--- src/rtl/open_list_pop.sv ---
// Pops the minimum entry (slot 0) from the sorted A* open list and compacts the RAM.
// Define POP_CLEAR_TAIL_EN to overwrite the vacated tail slot with an all-ones sentinel.
module open_list_pop #(
   parameter int DEPTH = 64,
   parameter int AW    = 6,
   parameter int NW    = 8,
   parameter int FW    = 10
) (
   input  logic               Clk,
   input  logic               Reset,
   input  logic               Pop_Req,
   input  logic [AW:0]        List_Count,
   output logic               Pop_Ack,
   output logic               Pop_Empty,
   output logic [NW-1:0]      Pop_Node,
   output logic [FW-1:0]      Pop_Cost,
   output logic               Busy,
   output logic               Dec_Count,
   output logic [AW-1:0]      Mem_Addr,
   input  logic [FW+NW-1:0]   Mem_Rd_Data,
   output logic               Mem_Wr_En,
   output logic [FW+NW-1:0]   Mem_Wr_Data
);

   typedef enum logic [2:0] {
      S_IDLE,
      S_RD_HEAD,
      S_CAPTURE,
      S_SHIFT_RD,
      S_SHIFT_WR,
      S_CLEAR,
      S_DONE
   } state_t;

   localparam logic [AW:0] DEPTH_C = (AW+1)'(DEPTH);

`ifdef POP_CLEAR_TAIL_EN
   localparam state_t LAST_S = S_CLEAR;
`else
   localparam state_t LAST_S = S_DONE;
`endif

   state_t          state_q, state_d;
   logic [AW:0]     cnt_q, cnt_d;
   logic [AW:0]     idx_q, idx_d;
   logic            empty_q, empty_d;
   logic [NW-1:0]   node_q, node_d;
   logic [FW-1:0]   cost_q, cost_d;
   logic [AW:0]     req_cnt;

   assign req_cnt = (List_Count > DEPTH_C) ? DEPTH_C : List_Count;

   always_ff @(posedge Clk or negedge Reset) begin
      if (!Reset) begin
         state_q <= S_IDLE;
         cnt_q   <= '0;
         idx_q   <= '0;
         empty_q <= 1'b0;
         node_q  <= '0;
         cost_q  <= '0;
      end else begin
         state_q <= state_d;
         cnt_q   <= cnt_d;
         idx_q   <= idx_d;
         empty_q <= empty_d;
         node_q  <= node_d;
         cost_q  <= cost_d;
      end
   end

   always_comb begin
      state_d = state_q;
      cnt_d   = cnt_q;
      idx_d   = idx_q;
      empty_d = empty_q;
      node_d  = node_q;
      cost_d  = cost_q;
      unique case (state_q)
         S_IDLE: begin
            if (Pop_Req) begin
               cnt_d = req_cnt;
               if (req_cnt == '0) begin
                  empty_d = 1'b1;
                  state_d = S_DONE;
               end else begin
                  empty_d = 1'b0;
                  state_d = S_RD_HEAD;
               end
            end
         end
         S_RD_HEAD: state_d = S_CAPTURE;
         S_CAPTURE: begin
            {cost_d, node_d} = Mem_Rd_Data;
            idx_d = (AW+1)'(1);
            state_d = (cnt_q == (AW+1)'(1)) ? LAST_S : S_SHIFT_RD;
         end
         S_SHIFT_RD: state_d = S_SHIFT_WR;
         S_SHIFT_WR: begin
            idx_d = idx_q + (AW+1)'(1);
            // Stop once the last occupied slot has moved down.
            state_d = (idx_q + (AW+1)'(1) == cnt_q) ? LAST_S : S_SHIFT_RD;
         end
`ifdef POP_CLEAR_TAIL_EN
         S_CLEAR: state_d = S_DONE;
`endif
         S_DONE: state_d = S_IDLE;
         default: state_d = S_IDLE;
      endcase
   end

   always_comb begin
      Mem_Addr    = '0;
      Mem_Wr_En   = 1'b0;
      Mem_Wr_Data = '0;
      Pop_Ack     = 1'b0;
      Pop_Empty   = 1'b0;
      Dec_Count   = 1'b0;
      Busy        = (state_q != S_IDLE);
      unique case (state_q)
         S_SHIFT_RD: Mem_Addr = idx_q[AW-1:0];
         S_SHIFT_WR: begin
            Mem_Addr    = idx_q[AW-1:0] - AW'(1);
            Mem_Wr_En   = 1'b1;
            Mem_Wr_Data = Mem_Rd_Data;
         end
`ifdef POP_CLEAR_TAIL_EN
         S_CLEAR: begin
            Mem_Addr    = cnt_q[AW-1:0] - AW'(1);
            Mem_Wr_En   = 1'b1;
            Mem_Wr_Data = '1;
         end
`endif
         S_DONE: begin
            Pop_Ack   = 1'b1;
            Pop_Empty = empty_q;
            Dec_Count = !empty_q;
         end
         default: ;
      endcase
   end

   assign Pop_Node = node_q;
   assign Pop_Cost = cost_q;

endmodule

--- config.mk ---
export PLATFORM = sky130hd
export DESIGN_NAME = open_list_pop
export DESIGN_NICKNAME = d
export VERILOG_FILES = /design/src/rtl/open_list_pop.sv
export SDC_FILE = /design/constraint.sdc
export NUM_CORES = 1
export LEC_CHECK = 0
export CORE_MARGIN = 1
export CORE_UTILIZATION = 30
export CTS_BUF_LIST = sky130_fd_sc_hd__clkbuf_16
export CTS_CLUSTER_SIZE = 8
export DETAILED_ROUTE_END_ITERATION = 10
export SLEW_MARGIN = 5
export SYNTH_ARGS = -nofsm -noshare
export SYNTH_HDL_FRONTEND = slang
export SYNTH_SLANG_ARGS = --single-unit
--- constraint.sdc ---
create_clock -name Clk -period 2.2 [get_ports Clk]
set_input_delay 0.44 -clock Clk [delete_from_list [all_inputs] [get_ports Clk]]
set_output_delay 0.44 -clock Clk [all_outputs]
set_load 0.01 [all_outputs]
==> flow_summary.toml, run 1 <==
[synthesis]
ys_ff_latch = 36
netlist_area_sq_um = 1990
ys.flop_type = "dfrtp_1"
synth_top_area_share_pct = 45.3
synth_fp_nets = 233
synth_warnings = 0
synth.distinct_cells = 36
synth_area_leader_cell = "dfrtp_1"
synth_edf_count = 0
synthCells = 203
synth.area.top_cells = "dfrtp_1 (45%), mux2_2 (11%), and2_1 (6.0%)"
seq_area_frac_synth_pct = 45.3
yosysMostFrequentCell = "dfrtp_1"
syn_area_per_cell_sq_um = 9.79
async_reset_ff_share_pct = 100
synth_common_cells = "dfrtp_1 (36), o21ai_0 (22), nand2_1 (21)"

[timing]
final_hold_viol_count = 0
setup_viol = 0
setup_slack_ps = 117
tightest_slew_ps = 839
finalCritPeriodShare_pct = 94.7
post-route-min-period_ps = 2080
slew-limit-headroom_pct = 44.0
rsz0062_at_grt = "no"
fmax_ghz = 0.480
drv_slew = 0
fin_setup_tns_ps = 0
fin_worst_skew_ps = 2.60

[routing]
dr.pass1.iters = 4
wl_per_cell_microns = 13.4
wl_microns = 4970
route.detailed.drc = 0
via_count = 1768
viasPerCell = 4.75
drt_iter0_markers = 78
drtAntennaViolNets = 0

[grt]
grt_max_degree = 37
grt_pass1_vias = 1775
grt-ovfl-total = 0
grt_pass1_wl_microns = 8600
grt_use_total_pct = 15.4
antenna_found_initial = 0

[critical_path]
path_delay_family = "buffers and inverters"
cp_cell_sequence = "buf_4 > buf_4 > nor3_4 > inv_1 > clkdlybuf4s50_1"
crit_type = "reg2out"
crit_buf_inv = 4
arrival_ps = 1640
endpoint_kind = "output port"
critPathMaxStageDelay_ps = 470
worst_ep_required_time_ps = 1760
critical_path.most_common_cell = "buf_4"
path_max_fanout = 3
startpoint_type = "register"
cp_slowest_cell = "clkdlybuf4s50_1"

[cells_and_area]
layout-drive-gt1-share_pct = 20.7
final_core_util_pct = 48.6
antenna_cells = 0
fin_nets = 324
syn_to_final_growth_pct = 56.1

[clock_network]
cts_tree = "yes"
cts_made_buffers = 5
root_buffer = "clkbuf_16"
clock_sinks = 36
clk_latency_ps = 270
ctsHoldBuffers = 0
cts_htree_levels = 2
cts_buffer_depth = 2
cts.clk_slew.worst_paths_ps = 60

[power_and_ir_drop]
ir_drop_v = 0.000263
power_density_nw_per_um2 = 504
p_leak_nw = 1.39

[worst_hold_path]
hold_class = "in2async"

[die]
row_count = 29
core_area_sq_um = 6390
die_width_microns = 83.4
initial_utilization_pct = 31.1
die_h_microns = 83.4
ios = 75
dieArea_sq_um = 6960

[job]
cap_viol_max_count = 0

[placed_design]
gp_congestion = 0.791
place_worst_setup_slack_ps = 54.0
place_hpwl_microns = 3570
port_buffers = 74

[outcome]
status = "complete, no violations"
## layer usage
layer  global-route usage [%]  part of all wire, %  vias to the layer above
met5                        0                    0                        -
met4                     3.76                 0.44                        0
met3                     3.78                  4.6                        2
met2                     25.9                   48                       48
met1                     19.7                   47                      839
li1                         -                    -                      879
## power by group
part           internal, mW  switching (mW)
logic                0.0704          0.0460
clock network         0.526           0.260
registers             0.662               0
total                  1.26           0.306
## worst paths after layout
| path | startpoint | end | slack [ps] | depth (start not counted) |
|---|---|---|---|---|
| max | state_q[0] | Busy | 120 | 5 |
| min | Reset | idx_q[1] | 270 | 1 |
| max reg2reg | idx_q[1] | state_q[0] | 200 | 6 |
| min reg2reg | Pop_Node[3] | Pop_Node[3] | 500 | 1 |
| max in group asynchronous | Reset | idx_q[0] | 1360 | 1 |
| min in group Clk | Pop_Node[3] | Pop_Node[3] | 500 | 1 |
## layout by cell type (no fill, tap or decap), drive strengths merged, types with 3 or more instances in the layout
cell type	count
inv	7
o21ai	22
nand2b	5
nand2	21
mux2	20
nand3	6
nor2b	4
and2	19
clkdlybuf4s50	48
dlygate4sd2	22
clkbuf	5
buf	23
and3	3
nor2	9
nor3	3
a21oi	5
dfrtp	36
xor2	4
xnor2	6
## stage by stage
step,hold WS (ps),cells,total power [mW],area (sq um)
floorplan,144,203,0.702,1990
CTS,306,371,1.59,3070
finish,272,372,1.56,3100
global placement,491,358,0.804,2880
global route,347,372,1.63,3100
detailed placement,494,358,0.805,2880
## final cells by class
class                           instances  area, sq um
Fill cell                             640         3280
Inverter                                7         26.3
Clock inverter                          3         37.5
Clock buffer                            5          125
Tap cell                               77         96.3
Timing Repair Buffer                   96          886
Multi-Input combinational cell        148         1030
Sequential cell                        36          903
## cell families (layout without fill, tap and decap cells)
| family | after synthesis | after routing | synth area share (%) |
|---|---|---|---|
| muxes | 20 | 20 | 11.3 |
| DFF | 36 | 36 | 45.3 |
| and+or+nand+nor | 77 | 77 | 21.3 |
| buffers and inverters | 19 | 111 | 4.47 |
| AOI/OAI and AO/OA | 39 | 39 | 12.0 |
| adders and majority gates | 2 | 2 | 1.26 |
| xor gates and xnor gates | 10 | 10 | 4.41 |
## sequential cells by signal (all words and copies together) (netlist names)
signal,count
cnt_q,7
empty_q,1
idx_q,7
Pop_Node,8
Pop_Cost,10
state_q,3
## timing repair
| action | 4_1_cts | 5_1_grt |
|---|---|---|
| setup endpoints to repair | 24 | 8 |
| pin swaps | 0 | 1 |
| cloned | 1 | 0 |
| setup buffers | 4 | 1 |
| resized for setup | 31 | 8 |
No activity file was read; power rests on OpenSTA's default activity.
==> run 2, diff against run 1 <==
--- a/config.mk
+++ b/config.mk
@@ -10,6 +10,7 @@
 export CTS_BUF_LIST = sky130_fd_sc_hd__clkbuf_16
 export CTS_CLUSTER_SIZE = 8
 export DETAILED_ROUTE_END_ITERATION = 10
+export MAX_ROUTING_LAYER = met4
 export SLEW_MARGIN = 5
 export SYNTH_ARGS = -nofsm -noshare
 export SYNTH_HDL_FRONTEND = slang
==> run 2 against run 1 <==
  * Critical path depth stayed put
  * Cell count stayed put
  * Combinational power hardly changed
  * Utilization stayed put
  * Sequential power hardly changed
  * Critical path type unchanged
  * Largest cell class unchanged
==> flow_summary.toml, run 2 (same netlist as run 1, synthesis figures left out) <==
[outcome]
status = "complete, no violations"

[timing]
post-route-min-period_ps = 2080
whs_ps = 270
tightest_slew_ps = 836
slew-limit-headroom_pct = 44.3
drv_slew = 0
setup_viol = 0
fmax_ghz = 0.480
final_hold_viol_count = 0
fin_worst_skew_ps = 2.62
rsz0062_at_grt = "no"
finalCritPeriodShare_pct = 94.7
fin_setup_tns_ps = 0

[critical_path]
reg2reg_from = "idx_q[1]"
critical_path.startpoint = "state_q[0]"
crit_type = "reg2out"
startpoint_type = "register"
r2r-end = "state_q[0]"
endpoint_kind = "output port"
rr_worst_depth = 6
cp-endpoint = "Busy"
arrival_ps = 1640
reg2reg_slack_ps = 200
worst_ep_required_time_ps = 1760
path_max_fanout = 3

[die]
core_area_sq_um = 6390
row_count = 29
initial_utilization_pct = 31.1
die_h_microns = 83.4
dieArea_sq_um = 6960
ios = 75
die_width_microns = 83.4

[power_and_ir_drop]
p_leak_nw = 1.39
power_density_nw_per_um2 = 504
ir_drop_v = 0.000263

[routing]
drt_iter0_markers = 70
via_count = 1772
viasPerCell = 4.76
wl_per_cell_microns = 13.3
wl_microns = 4960
route.detailed.drc = 0
drtAntennaViolNets = 0
dr.pass1.iters = 4

[job]
cap_viol_max_count = 0

[cells_and_area]
antenna_cells = 0
seq_area_sq_um = 903
fin_area_sq_um = 3100
fillers = 640
final_common_cell = "clkdlybuf4s50_1"
stdcell_count = 372
syn_to_final_growth_pct = 56.1
fin_nets = 324
largest_register_ff_count = 10
final_core_util_pct = 48.6
multi_input_area_sq_um = 1030
layout-drive-gt1-share_pct = 20.7
layout_common_cells = "clkdlybuf4s50_1 (48), dfrtp_1 (34), dlygate4sd2_1 (22)"

[grt]
grt_use_total_pct = 15.7
grt-ovfl-total = 0
grt_pass1_wl_microns = 8600
grt_pass1_vias = 1775
grt_max_degree = 37
antenna_found_initial = 0

[clock_network]
cts.clk_slew.worst_paths_ps = 60
clk_latency_ps = 270
cts_made_buffers = 5
cts_tree = "yes"
cts_htree_levels = 2
root_buffer = "clkbuf_16"
clock_sinks = 36
cts_buffer_depth = 2

[placed_design]
place_hpwl_microns = 3570
gp_congestion = 0.803
place_area_sq_um = 2880
dp.cells = 358
port_buffers = 74

[worst_hold_path]
hold_class = "in2async"
-- run 2: cell counts in the layout (fill, tap and decap cells not counted) --
Identical to the previous run, type by type.
-- run 2: worst max-delay path: stages, from the launching register on --
cell,delay [ps]
dfrtp_1,390
buf_4,150
buf_4,140
nor3_4,150
inv_1,60
clkdlybuf4s50_1,470
-- run 2: how the worst min path moves through the flow --
stage | from | cells after the start | slack [ps] | endpoint
2_1_floorplan | Reset | 0 | 140 | Pop_Cost[0]
3_3_place_gp | Pop_Node[2] | 1 | 490 | Pop_Node[2]
3_5_place_dp | Pop_Node[2] | 1 | 490 | Pop_Node[2]
4_1_cts | Reset | 1 | 310 | idx_q[1]
5_1_grt | Reset | 1 | 350 | idx_q[1]
6_report | Reset | 1 | 270 | idx_q[1]
-- run 2: layout make-up --
type / count / area share, %
Multi-Input combinational cell: 148 / 33.2
Timing Repair Buffer: 96 / 28.5
Inverter: 7 / 0.846
Clock inverter: 3 / 1.21
Clock buffer: 5 / 4.03
Sequential cell: 36 / 29.1
Tap cell: 77 / 3.10
-- run 2: timing repair --
item                       CTS  global route
setup endpoints to repair   24             8
buffers inserted             4             1
cloned                       1             0
pin swaps                    0             1
hold buffers                 0             0
gates resized for setup     31             8
-- run 2: metrics by stage --
| stage | total power [mW] | setup slack (ps) |
|---|---|---|
| finish | 1.56 | 116 |
| global route | 1.63 | 1.55 |
| CTS | 1.59 | 10.0 |
| detailed placement | 0.805 | 54.0 |
| global placement | 0.804 | 84.3 |
| floorplan | 0.702 | 411 |
-- run 2: report_power, final --
group,internal (mW),switching [mW],leakage (nW)
logic,0.0704,0.0459,0.820
clock network,0.526,0.259,0.0789
registers,0.663,0,0.487
-- run 2: per-layer routing --
| layer | wire length (microns) | share of wire (%) | GRT usage, % |
|---|---|---|---|
| met2 | 2370 | 48 | 25.9 |
| met3 | 234 | 4.7 | 3.48 |
| met4 | 49 | 0.99 | 3.76 |
| met5 | 0 | 0 | - |
| met1 | 2310 | 47 | 19.7 |
